**config.mk**
```make
export PLATFORM = sky130hd
export DESIGN_NAME = move_controller
export DESIGN_NICKNAME = d
export VERILOG_FILES = /design/src/rtl/move_controller.sv
export SDC_FILE = /design/constraint.sdc
export NUM_CORES = 1
export LEC_CHECK = 0
export ABC_AREA = 1
export CAP_MARGIN = 20
export CORE_MARGIN = 2
export CORE_UTILIZATION = 35
export CTS_BUF_LIST = sky130_fd_sc_hd__clkbuf_8 sky130_fd_sc_hd__clkbuf_16
export DETAILED_ROUTE_END_ITERATION = 16
export SYNTH_ARGS = -nofsm -noshare
export SYNTH_HDL_FRONTEND = slang
export SYNTH_SLANG_ARGS = --single-unit
```
**constraint.sdc**
```tcl
create_clock -name clk_50MHz_i -period 2 [get_ports clk_50MHz_i]
set_input_delay 0.4 -clock clk_50MHz_i [delete_from_list [all_inputs] [get_ports clk_50MHz_i]]
set_output_delay 0.4 -clock clk_50MHz_i [all_outputs]
set_load 0.005 [all_outputs]
```
**src/rtl/move_controller.sv**
```systemverilog
// Player movement sequencer on the 8x4 grid: rejects off-grid moves locally, asks the forbidden-move
// checker for in-grid moves, commits or reports blocked, then holds off new commands for a cooldown.
module move_controller #(
    parameter int unsigned START_X         = 7,
    parameter int unsigned START_Y         = 3,
    parameter int unsigned COOLDOWN_CYCLES = 25000000,
    parameter int unsigned CHECK_TIMEOUT   = 15
) (
    input  logic       clk_50MHz_i,
    input  logic       rst_async_la_i,
    input  logic [2:0] dir_i,
    input  logic       dir_valid_i,
    output logic       dir_ready_o,
    output logic       chk_req_o,
    output logic [2:0] chk_posx_o,
    output logic [1:0] chk_posy_o,
    output logic [2:0] chk_dir_o,
    input  logic       chk_ack_i,
    input  logic       chk_allow_i,
    output logic [2:0] posx_o,
    output logic [1:0] posy_o,
    output logic       moved_o,
    output logic       blocked_o,
    output logic [7:0] move_count_o,
    output logic       busy_o
);

    localparam int unsigned CD_W = (COOLDOWN_CYCLES > 1) ? $clog2(COOLDOWN_CYCLES) : 1;
    localparam int unsigned TO_W = (CHECK_TIMEOUT > 1) ? $clog2(CHECK_TIMEOUT) : 1;
    localparam logic [CD_W-1:0] CD_LAST = CD_W'(COOLDOWN_CYCLES - 1);
    localparam logic [TO_W-1:0] TO_LAST = TO_W'(CHECK_TIMEOUT - 1);

    localparam logic [2:0] DIR_UP    = 3'b000;
    localparam logic [2:0] DIR_DOWN  = 3'b111;
    localparam logic [2:0] DIR_RIGHT = 3'b101;
    localparam logic [2:0] DIR_LEFT  = 3'b010;
    localparam logic [2:0] DIR_NONE  = 3'b100;

    typedef enum logic [1:0] {S_IDLE, S_CHECK, S_COMMIT, S_COOLDOWN} state_t;

    state_t          r_state, w_state_nxt;
    logic [2:0]      r_posx, w_posx_nxt;
    logic [1:0]      r_posy, w_posy_nxt;
    logic [2:0]      r_chk_dir, w_chk_dir_nxt;
    logic            r_chk_req, w_chk_req_nxt;
    logic            r_moved, w_moved_nxt;
    logic            r_blocked, w_blocked_nxt;
    logic [7:0]      r_count, w_count_nxt;
    logic [CD_W-1:0] r_cd_cnt, w_cd_cnt_nxt;
    logic [TO_W-1:0] r_to_cnt, w_to_cnt_nxt;

    logic            w_in_move;
    logic            w_in_edge;
    logic [2:0]      w_tgt_x;
    logic [1:0]      w_tgt_y;

    always_comb begin
        w_in_move = 1'b1;
        w_in_edge = 1'b0;
        case (dir_i)
            DIR_UP:    w_in_edge = (r_posy == 2'd0);
            DIR_DOWN:  w_in_edge = (r_posy == 2'd3);
            DIR_RIGHT: w_in_edge = (r_posx == 3'd7);
            DIR_LEFT:  w_in_edge = (r_posx == 3'd0);
            default:   w_in_move = 1'b0;
        endcase
    end

    // Only in-grid directions ever get latched, so the target cannot wrap.
    always_comb begin
        w_tgt_x = r_posx;
        w_tgt_y = r_posy;
        case (r_chk_dir)
            DIR_UP:    w_tgt_y = r_posy - 2'd1;
            DIR_DOWN:  w_tgt_y = r_posy + 2'd1;
            DIR_RIGHT: w_tgt_x = r_posx + 3'd1;
            DIR_LEFT:  w_tgt_x = r_posx - 3'd1;
            default:   ;
        endcase
    end

    always_comb begin
        w_state_nxt   = r_state;
        w_posx_nxt    = r_posx;
        w_posy_nxt    = r_posy;
        w_chk_dir_nxt = r_chk_dir;
        w_chk_req_nxt = r_chk_req;
        w_moved_nxt   = 1'b0;
        w_blocked_nxt = 1'b0;
        w_count_nxt   = r_count;
        w_cd_cnt_nxt  = r_cd_cnt;
        w_to_cnt_nxt  = r_to_cnt;
        case (r_state)
            S_IDLE: begin
                if (dir_valid_i && w_in_move) begin
                    if (w_in_edge) begin
                        w_blocked_nxt = 1'b1;
                    end else begin
                        w_chk_dir_nxt = dir_i;
                        w_chk_req_nxt = 1'b1;
                        w_to_cnt_nxt  = '0;
                        w_state_nxt   = S_CHECK;
                    end
                end
            end
            S_CHECK: begin
                if (chk_ack_i) begin
                    w_chk_req_nxt = 1'b0;
                    if (chk_allow_i) begin
                        w_state_nxt = S_COMMIT;
                    end else begin
                        w_blocked_nxt = 1'b1;
                        w_state_nxt   = S_IDLE;
                    end
                end else if (r_to_cnt == TO_LAST) begin
                    w_chk_req_nxt = 1'b0;
                    w_blocked_nxt = 1'b1;
                    w_state_nxt   = S_IDLE;
                end else begin
                    w_to_cnt_nxt = r_to_cnt + 1'b1;
                end
            end
            S_COMMIT: begin
                w_posx_nxt   = w_tgt_x;
                w_posy_nxt   = w_tgt_y;
                w_moved_nxt  = 1'b1;
                w_cd_cnt_nxt = '0;
                w_state_nxt  = S_COOLDOWN;
                if (r_count != 8'hFF) begin
                    w_count_nxt = r_count + 8'd1;
                end
            end
            S_COOLDOWN: begin
                if (r_cd_cnt == CD_LAST) begin
                    w_state_nxt = S_IDLE;
                end else begin
                    w_cd_cnt_nxt = r_cd_cnt + 1'b1;
                end
            end
            default: w_state_nxt = S_IDLE;
        endcase
    end

    // Reset deassertion is expected to be synchronised to clk upstream.
    always_ff @(posedge clk_50MHz_i or negedge rst_async_la_i) begin
        if (!rst_async_la_i) begin
            r_state   <= S_IDLE;
            r_posx    <= 3'(START_X);
            r_posy    <= 2'(START_Y);
            r_chk_dir <= DIR_NONE;
            r_chk_req <= 1'b0;
            r_moved   <= 1'b0;
            r_blocked <= 1'b0;
            r_count   <= 8'd0;
            r_cd_cnt  <= '0;
            r_to_cnt  <= '0;
        end else begin
            r_state   <= w_state_nxt;
            r_posx    <= w_posx_nxt;
            r_posy    <= w_posy_nxt;
            r_chk_dir <= w_chk_dir_nxt;
            r_chk_req <= w_chk_req_nxt;
            r_moved   <= w_moved_nxt;
            r_blocked <= w_blocked_nxt;
            r_count   <= w_count_nxt;
            r_cd_cnt  <= w_cd_cnt_nxt;
            r_to_cnt  <= w_to_cnt_nxt;
        end
    end

    assign dir_ready_o  = (r_state == S_IDLE);
    assign busy_o       = (r_state != S_IDLE);
    assign chk_req_o    = r_chk_req;
    assign chk_posx_o   = r_posx;
    assign chk_posy_o   = r_posy;
    assign chk_dir_o    = r_chk_dir;
    assign posx_o       = r_posx;
    assign posy_o       = r_posy;
    assign moved_o      = r_moved;
    assign blocked_o    = r_blocked;
    assign move_count_o = r_count;

endmodule

```
==> impl_results.md <==
- Status: finished, final reports clean
- Largest stage delay, worst path: 520 ps
- Crit-path slowest cell: clkdlybuf4s50_1
- Gp weighted congestion: 0.8771
- CP required: between 1500 and 2000 ps
- Minimum hold slack: 71.78 ps
- Combinational group share of total power: approximately 3.0%
- Reg2reg end: r_cd_cnt[15]$_DFFE_PN0P_
- CP delay by family, top: buffers and inverters
- Setup Crit Path Kind: register to output port
- Final min period: around 1900 ps
- Share of cells above drive strength 1: 7.559%
- Unique masters post-synth: 29
- Synth area leaders: dfrtp_1 (36%), nand2_1 (16%), nor2_1 (6.5%), inv_1 (6.0%), nand3_1 (5.9%)
- Sw Share: 23.28%
- Routed wire per std cell: 12.26 um
- Fillers: 877
- First-pass GRT wire length: 12270 um
- Final core utilization: 42.25%
- Clock transition at the registers of the reported paths: 100 ps
- Io pins: 34
- Vias post-DR: 2719
- Final antenna-violating net count: 0
- Final TNS setup: 0 ps
- Vias/cell: 4.762
- FF+latch count, synth: 50
- PortBufs: 33
- Initial antenna violation count: 0
- Count leader, synth: nand2_1
- Multi-input combinational cell area: 1545 sq um
- Post-Syn Area: 3049 sq um
- CORE AREA: roughly 8600 sq um
- Post-CTS Setup Bufs: 0
- Final nets: between 400 and 500
- Critical path arrival: 1470 ps
- Sequential area share after synthesis: between 40% and 50%
- Final Max Tran Viols: 0
- Buf/Inv on CP: 1
- RSZ-0062 raised after global routing: no
- Reg area: 1259 sq um
- Tcrit/Tclk final: 93.49%
- PwrDens: 459.1 nW/um^2
- Pin count of the biggest net entering global routing: 51
- Cells after synthesis: 423
- Yosys warns: 0
- Full die area: 9474 sq um
- Asr flop ratio synth: 100.0%
- Actual slew at the worst max-slew pin: 343.6 ps
- Fmax: 0.5348 GHz
- Synth top cells by count: nand2_1 (134), nor2_1 (53), inv_1 (49), dfrtp_1 (44), nand3_1 (36)
- Routed wire length: 6998 um
- Row count: 34
- P_int: 1.279 mW
- Worst Setup Start Kind: register
- Dpl hpwl: 5164 um
- # DRC: 0
- CTS resizes: 0
- Area Growth Syn to Fin: 19.08%
- Reg-to-Reg Start: r_cd_cnt[1]$_DFFE_PN0P_
- Die H: 97.34 um
- H-tree depth: 2
- Total GRT Usage: 15.53%
- Inserted Diodes: 0
- FF-to-FF path depth: 10
- Synth top area share: 36.11%
- Total CTS buffers: 5
- CP Max Fanout: 6
- CTS tree: done
- Static Leak: 1.662 nW
- R2r setup slk: 200 ps
- Register share of total power: 60.6%
- Clock Path Buffers: 2
- Max-slew headroom: roughly 77%
- Crit. End Element: output port
- Syn_nets: 436
- Vias in the first global route: around 2700
- First DRT Iteration DRCs: 131
- # setup viols final: 0
- Synth area leader: dfrtp_1
- Remaining Overflow, GRT: 0
- Post-synth top flop: dfrtp_1
- Drt first pass iters: 5
- Syn avg cell area: 7.208 sq um
- Hold Crit Class: input pin to asynchronous set/reset pin
- Final hold viol count: 0
- Number of max-cap violations: 0
- Worst-Skew Late Latency: approximately 300 ps
- VDD IR max: ~0.25 mV
- Chip width: 97.34 um
- Crit-path cells: nor2_4 > clkdlybuf4s50_1
- Root Buffer: clkbuf_8
- Number of flops mapped to enable cells by yosys: 0
- CTS Sinks: 50
- NetSw: 0.3880 mW
- Max Clock Skew: 4.912 ps
- CTS hold repair buffers: 0
- Initial core utilization: 35.48%
- Clock share of power: 36.4%
[worst register-to-register path, cell delays in order (launching register included)]
cell and delay (ps):
dfrtp_1 400, ha_1 250, nand2_2 100, nor2_4 120, nand2_2 100, nor2_4 110, nand3_4 120, o21bai_4 180
buf_12 180, nand2_1 60, o21ai_0 90
[flip-flops by register name (all words and copies together) (netlist names), named ones only]
name	cells
chk_posy_o	2
r_cd_cnt	25
r_state	1
chk_req_o	1
chk_dir_o	3
move_count_o	8
r_to_cnt	4
blocked_o	1
chk_posx_o	3
moved_o	1
[final cells by class]
| cell class | instances | area share [%] |
|---|---|---|
| inverters | 49 | 5.065 |
| multi-input cells | 314 | 42.56 |
| repair buffers | 42 | 11.51 |
| clock inverters | 3 | 0.5858 |
| clock buffers | 5 | 1.895 |
| flip-flops and latches | 50 | 34.67 |
| well taps | 108 | 3.722 |
[cells by family after synthesis]
logic type,share of synthesized area [%]
AOI/OAI and AO/OA,7.387
adders and majority gates,2.298
xor gates and xnor gates,6.606
and+or+nand+nor,34.22
buffers and inverters,8.207
DFF,41.28
[metrics by stage]
| stage | power (mW) | std cells | setup WS [ps] | instance area (sq um) |
|---|---|---|---|---|
| floorplan | 1.040 | 423 | 360.1 | 3049 |
| global placement | 1.081 | 563 | 189.3 | 3536 |
| detailed placement | 1.082 | 563 | 145.9 | 3536 |
| CTS | 1.694 | 571 | 40.92 | 3626 |
| global route | 1.741 | 571 | 53.28 | 3631 |
| finish | 1.667 | 571 | 130.3 | 3631 |
[worst max-delay path by stage]
| stage | start | to | slack (ps) | depth (start not counted) |
|---|---|---|---|---|
| floorplan | r_cd_cnt[0]$_DFFE_PN0P_ | r_cd_cnt[16]$_DFFE_PN0P_ | 360 | 11 |
| global placement | dir_i[2] | chk_dir_o[1]$_DFFE_PN0P_ | 190 | 9 |
| detailed placement | dir_i[2] | r_to_cnt[2]$_DFFE_PN0P_ | 150 | 9 |
| CTS | r_state[0]$_DFFE_PN0P_ | dir_ready_o | 40 | 2 |
| global route | r_state[0]$_DFFE_PN0P_ | dir_ready_o | 50 | 2 |
| finish | r_state[0]$_DFFE_PN0P_ | dir_ready_o | 130 | 2 |
[layout by cell type (no fill, tap or decap)]
| master | n |
|---|---|
| nand3_1 | 36 |
| clkbuf_8 | 5 |
| ha_1 | 4 |
| xnor2_1 | 10 |
| inv_1 | 50 |
| clkinv_4 | 1 |
| nor2_4 | 3 |
| o21bai_4 | 1 |
| buf_4 | 7 |
| buf_12 | 2 |
| nand4_1 | 5 |
| inv_6 | 1 |
| nand2_2 | 3 |
| fa_1 | 1 |
| a21oi_1 | 4 |
| o22ai_1 | 1 |
| clkdlybuf4s50_1 | 32 |
| nor2_1 | 53 |
| nand3b_1 | 3 |
| buf_2 | 1 |
| dfrtp_1 | 44 |
| nor3b_1 | 1 |
| o21ai_0 | 23 |
| dfstp_2 | 6 |
| nand3_4 | 1 |
| nand2_1 | 134 |
| o21ai_1 | 10 |
| o21a_1 | 1 |
| nor3_1 | 2 |
| xor2_1 | 13 |
| or2_2 | 4 |
| o211ai_1 | 1 |
[metal layers]
metal | GRT usage [%] | up-vias | wire length [um]
li1 | - | 1400 | -
met3 | 2.878 | 9 | 265
met5 | 0 | - | 0
met1 | 21.49 | 1237 | 3484
met2 | 25.21 | 73 | 3155
met4 | 4.060 | 0 | 92
[power groups by stage]
stage	sequential [mW]	clock, mW	combinational (mW)
after floorplan	1.03	0	0.00990
after global placement	1.03	0	0.0511
after detailed placement	1.03	0	0.0518
after CTS	1.01	0.631	0.0521
after global routing	1.01	0.672	0.0580
final	1.01	0.606	0.0497
Power figures use the tool's default switching activity.
==> edit 1, RTL diff (same settings) <==
Make the reset (`rst_async_la_i`) synchronous in one clocked block.
--- a/src/rtl/move_controller.sv
+++ b/src/rtl/move_controller.sv
@@ -142,7 +142,7 @@
     end
 
     // Reset deassertion is expected to be synchronised to clk upstream.
-    always_ff @(posedge clk_50MHz_i or negedge rst_async_la_i) begin
+    always_ff @(posedge clk_50MHz_i) begin
         if (!rst_async_la_i) begin
             r_state   <= S_IDLE;
             r_posx    <= 3'(START_X);
Function: differs if rst_async_la_i is asserted again (counterexample within 4 cycles, from zero or initial values and one cycle with rst_async_la_i low); with rst_async_la_i held inactive, the same outputs for 10 cycles.
==> edit 1 against the unedited design <==
  * Routed wire length shrank 1.9%
  * Area after synthesis shrank 5.6%
  * Clock skew grew 0.97 ps
  * Fmax is essentially flat
  * Cell area shrank 5.1%
  * Worst setup slack gained 0.67 ps
  * Sequential cell count is the same
  * Cell count grew 3.3%
  * Critical path depth is the same
  * First-iteration DRC count grew 13%
  * Non-clock buffer count grew 5
  * Critical path type unchanged
  * Critical endpoint unchanged
Power is not compared: it rests on default switching activity, and its combinational part moved more than twofold at a synthesized area within 25%.
==> edit 1: results (changes against the unedited design) <==
* Sequential area share after synthesis at 34.78% (-6.5 points)
* Clock skew at 5.880 ps (+0.9674 ps)
* Largest net degree at the start of global routing at 26 (-49%)
* Post-Synth XOR/XNOR Area at 2.435% (-4.2 points)
* Synth Area in Compound Gates at 12.70% (+5.3 points)
* DR iter-0 viols at 148 (+13%)
* Drt total wl at 6.863 mm (-1.9%)
* Global-route wire length before repair at 11.63 mm (-5.2%)
* Hold path depth at 2
* Synthesized net count at 457 (+4.8%)
* Postcts setup bufs at 0 (unchanged)
* Library cells used by synthesis at 38 (+31%)
* Synth Area in Adders at 2.435% (+0.14 points)
* Worst r2r src: r_cd_cnt[1]$_SDFFE_PN0P_
* Share of cells above drive strength 1 at 8.660% (+1.1 points)
* Top reg by flops: r_cd_cnt
* Post-DP Area at 3361 um2 (-5.0%)
* CP peak stage delay at 560 ps (+40 ps)
* CTS-repair resized insts at 0 (unchanged)
* Fin nets at 498 (+4.8%)
* Placer Congestion at 0.8620 (-1.7%)
* Reg2reg end: r_cd_cnt[3]$_SDFFE_PN0P_
* Worst-path clk slew at 90 ps
* Critical setup path kind: flip-flop to primary output
* Outcome: finished, final reports clean
* Most area-consuming cells after synthesis: dfxtp_1 (35%), nand2_1 (15%), nor2_1 (8.6%)
* Worst-Margin Slew at 348.6 ps (+4.991 ps)
* Worst reg-to-reg setup slack at 170 ps (-30 ps)
* Slowest CP cell: clkdlybuf4s50_1
* Fin crit period at 1869 ps (-0.6700 ps)
* Main flop type after synthesis: dfxtp_1
* ANT cells at 0 (unchanged)
* Peak supply drop at between 0.2 and 0.3 mV
* Syn Inst Count at 444 (+5.0%)
* CTS H-tree lvls at 2 (unchanged)
* GRT Overall Usage at 16.31% (+0.78 points)
* Synth warnings at 0 (unchanged)
* # port buffers at 33 (unchanged)
* CTS root buf: clkbuf_8
* Post-place setup slack at 11.24 ps (-134.7 ps)
* GRT overflow at 0 (unchanged)
* Clk_lat worst skew at 300 ps (about the same)
* Worst hold path class: flip-flop to flip-flop
* Async S/R FF share, synth at 0% (-100 points)
* Critical path data arrival time at 1470 ps (about the same)
* Largest register FFs at 25 (unchanged)
* HPWL after DPL at 5.128 mm (-0.69%)
* First drt pass iteration count at 5 (unchanged)
* Placed Instances at 583 (+3.6%)
* Mux contribution to synthesized area at 0% (unchanged)
* Via Count at 2811 (+3.4%)
* Longest Clk Path Bufs at 2 (unchanged)
* Vias in the first global route at 2585 (-2.9%)
* Hold slack at 490.2 ps (+418.4 ps)
* Min-delay src: chk_req_o$_SDFFE_PN0P_
* Leakage Power at roughly 1.4 nW
* DR vias/cell at 4.764 (about the same)
* Critical path fanouts, max at 5 (-1)
* Most common library cells after synthesis: nand2_1 (118), nor2_1 (66), dfxtp_1 (50), inv_1 (49), nand3_1 (39)
edit 1: cell type report:
type / instances / area (um2)
Multi-Input combinational cell: 329 / 1598
Sequential cell: 50 / 1001
Tap cell: 105 / 131.4
Inverter: 52 / 197.7
Fill cell: 869 / 4647
Timing Repair Buffer: 47 / 435.4
Clock buffer: 5 / 68.82
Clock inverter: 2 / 13.76
edit 1: per-layer routing:
layer / track usage (%) / part of all wire [%] / vias to the layer above
li1: - / - / 1496
met1: 20.55 / 48 / 1268
met4: 5.072 / 1.3 / 0
met5: 0 / 0 / -
met2: 28.49 / 47 / 39
met3: 2.554 / 3.1 / 8
edit 1: worst max-delay path, delay by kind of cell (launching register included):
| kind | cells | cell delay, ps |
|---|---|---|
| buf+inv | 1 | 560 |
| flops | 1 | 380 |
| simple gates | 1 | 230 |
edit 1: report_power, final:
group          total [mW]  switching, mW  internal (mW)
registers            1.03         0.0166           1.01
logic               0.175         0.0941         0.0807
clock network       0.590          0.348          0.243
==> edit 2, RTL diff (config.mk and constraints unchanged) <==
Without the edit above. `COOLDOWN_CYCLES`: 25000000 -> 12500000.
--- a/src/rtl/move_controller.sv
+++ b/src/rtl/move_controller.sv
@@ -3,7 +3,7 @@
 module move_controller #(
     parameter int unsigned START_X         = 7,
     parameter int unsigned START_Y         = 3,
-    parameter int unsigned COOLDOWN_CYCLES = 25000000,
+    parameter int unsigned COOLDOWN_CYCLES = 12500000,
     parameter int unsigned CHECK_TIMEOUT   = 15
 ) (
     input  logic       clk_50MHz_i,
Check against the original RTL: no difference found for any inputs over 10 cycles, from zero or initial values and one cycle with rst_async_la_i low; that may be too few to reach the edited logic, so the function may still have changed.
==> edit 2 against the unedited design <==
  * Cell area is 1.2% lower
  * Combinational power up 26%
  * Area after synthesis down 1.8%
  * Worst setup slack worse by 13 ps
  * Routed wire length down 4.4%
  * Non-clock buffer count rose by 1
  * Sequential share of layout area decreased by 0.27 points
  * Sequential cell count decreased by 1
  * Power rose by 8.1%
  * Highest routed layer unchanged
==> edit 2: results (changes against the unedited design) <==
* Sequential cell area at 1234 um2 (-2.0%)
* CTS root buf: clkbuf_8
* Synth warnings at 0 (unchanged)
* Hold slack at 174.7 ps (+102.9 ps)
* Postcts setup bufs at 0 (unchanged)
* ANT cells at 0 (unchanged)
* Fin nets at 469 (-1.3%)
* Sequential area share after synthesis at 41.19% (-0.094 points)
* First drt pass iteration count at 6 (+1)
* Synthesized net count at 428 (-1.8%)
* Leakage Power at 1.588 nW (-4.5%)
* Top reg by flops: r_cd_cnt
* GRT Overall Usage at 16.39% (+0.86 points)
* Worst hold path class: input port to asynchronous set/reset pin
* Main flop type after synthesis: dfrtp_1
* GR Layer Usage met1 at 21.38% (-0.11 points)
* Critical path data arrival time at 1480 ps
* Outcome: finished, final reports clean
* Longest Clk Path Bufs at 2 (unchanged)
* Largest register FFs at 24 (-4.0%)
* CTS H-tree lvls at 2 (unchanged)
* Slew headroom at 57.89% (-19 points)
* HPWL after DPL at 4.944 mm (-4.3%)
* Initial antenna violation count at 0 (unchanged)
* Clock skew at 12.28 ps (+7.364 ps)
* Placer Congestion at 0.8758 (-0.15%)
* Drt total wl at 6.688 mm (-4.4%)
* Worst r2r src: r_cd_cnt[1]$_DFFE_PN0P_
* Largest net degree at the start of global routing at 50 (-2.0%)
* Final period util at 94.14% (+0.65 points)
* GR Layer Usage met3 at 3.413% (+0.54 points)
* Post-place setup slack at 82.73 ps (-63.22 ps)
* Peak supply drop at 0.2204 mV (-12%)
* M2 GR Usage at 27.26% (+2.0 points)
* Fill cells at 887 (+1.1%)
* Vias in the first global route at 2604 (-2.1%)
* Slowest CP cell: clkdlybuf4s50_1
* Async S/R FF share, synth at 100.0% (unchanged)
* Most common library cells after synthesis: nand2_1 (141), nor2_1 (61), dfrtp_1 (43), inv_1 (40), nand3_1 (33)
* Worst reg-to-reg path cell count at 7 (-3)
* DR iter-0 viols at 99 (-24%)
* Worst reg-to-reg setup slack at 330 ps (+130 ps)
* DR vias/cell at 4.698 (-1.4%)
* Library cells used by synthesis at 30 (+3.4%)
* Total CTS buffers at 5 (unchanged)
* CP peak stage delay at 540 ps (+20 ps)
* Critical path fanouts, max at 4 (-2)
* Clk_lat worst skew at around 310 ps
* Most area-consuming cells after synthesis: dfrtp_1 (36%), nand2_1 (18%), nor2_1 (7.6%)
* Reg2reg end: r_cd_cnt[21]$_DFFE_PN0P_
* Global-route wire length before repair at 11.92 mm (-2.9%)
* # port buffers at 33 (unchanged)
* Worst-path clk slew at 100 ps (about the same)
* Share of cells above drive strength 1 at 9.628% (+2.1 points)
[edit 2: worst max-delay path, delay by kind of cell (launching register included)]
kind / cells / cell delay [ps]
buf+inv: 1 / 540
flops: 1 / 430
simple gates: 1 / 210
[edit 2: timing repair]
action / 4_1_cts / 5_1_grt
resized for setup: 0 / 1
hold buffers: 0 / 0
endpoints found under the setup margin: 0 / 2
[edit 2: cells by family (layout without fill, tap and decap cells)]
family / Yosys count / count (layout) / share of synthesized area, %
xor+xnor: 24 / 24 / 7.017
compound gates: 31 / 31 / 6.558
simple gates: 256 / 256 / 35.51
buf+inv: 50 / 92 / 7.393
flops: 49 / 49 / 41.19
fa+ha+maj: 5 / 5 / 2.339
[edit 2: final cells by class]
| cell class | count | area share, % |
|---|---|---|
| clock buffer | 5 | 1.918 |
| clock inverter | 3 | 1.221 |
| inverter | 41 | 4.290 |
| multi-input combinational | 316 | 43.01 |
| sequential | 49 | 34.39 |
| tap | 105 | 3.662 |
| timing repair buffer | 43 | 11.51 |
[edit 2: power breakdown]
part           switching [mW]  internal (mW)  total (mW)  leakage (nW)
combinational          0.0371         0.0255      0.0625         0.893
sequential            0.00376          0.995       0.999         0.637
clock                   0.366          0.375       0.742        0.0585
total                   0.407           1.40        1.80          1.59
[edit 2: worst max path at each step]
stage	start	to	cells past startpoint
finish	flip-flop	dir_ready_o	2
global route	r_state[0]$_DFFE_PN0P_	busy_o	3
CTS	r_state[0]$_DFFE_PN0P_	dir_ready_o	2
detailed placement	dir_i[0]	r_to_cnt[3]$_DFFE_PN0P_	9
global placement	dir_i[0]	r_to_cnt[1]$_DFFE_PN0P_	9
floorplan	r_cd_cnt[0]$_DFFE_PN0P_	flip-flop	7
[edit 2: per-layer routing]
layer  wire [um]  up-vias
met5           0        -
met4         112        0
met3         229       10
met2        3122       42
met1        3224     1209
li1            -     1379
[edit 2: through the flow]
step,instances,instance area (um2),util (%)
4_1_cts,562,3585,43.41
3_5_place_dp,554,3472,42.05
6_report,562,3587,43.44
2_1_floorplan,415,2995,-
3_3_place_gp,554,3472,42.05
5_1_grt,562,3587,43.44
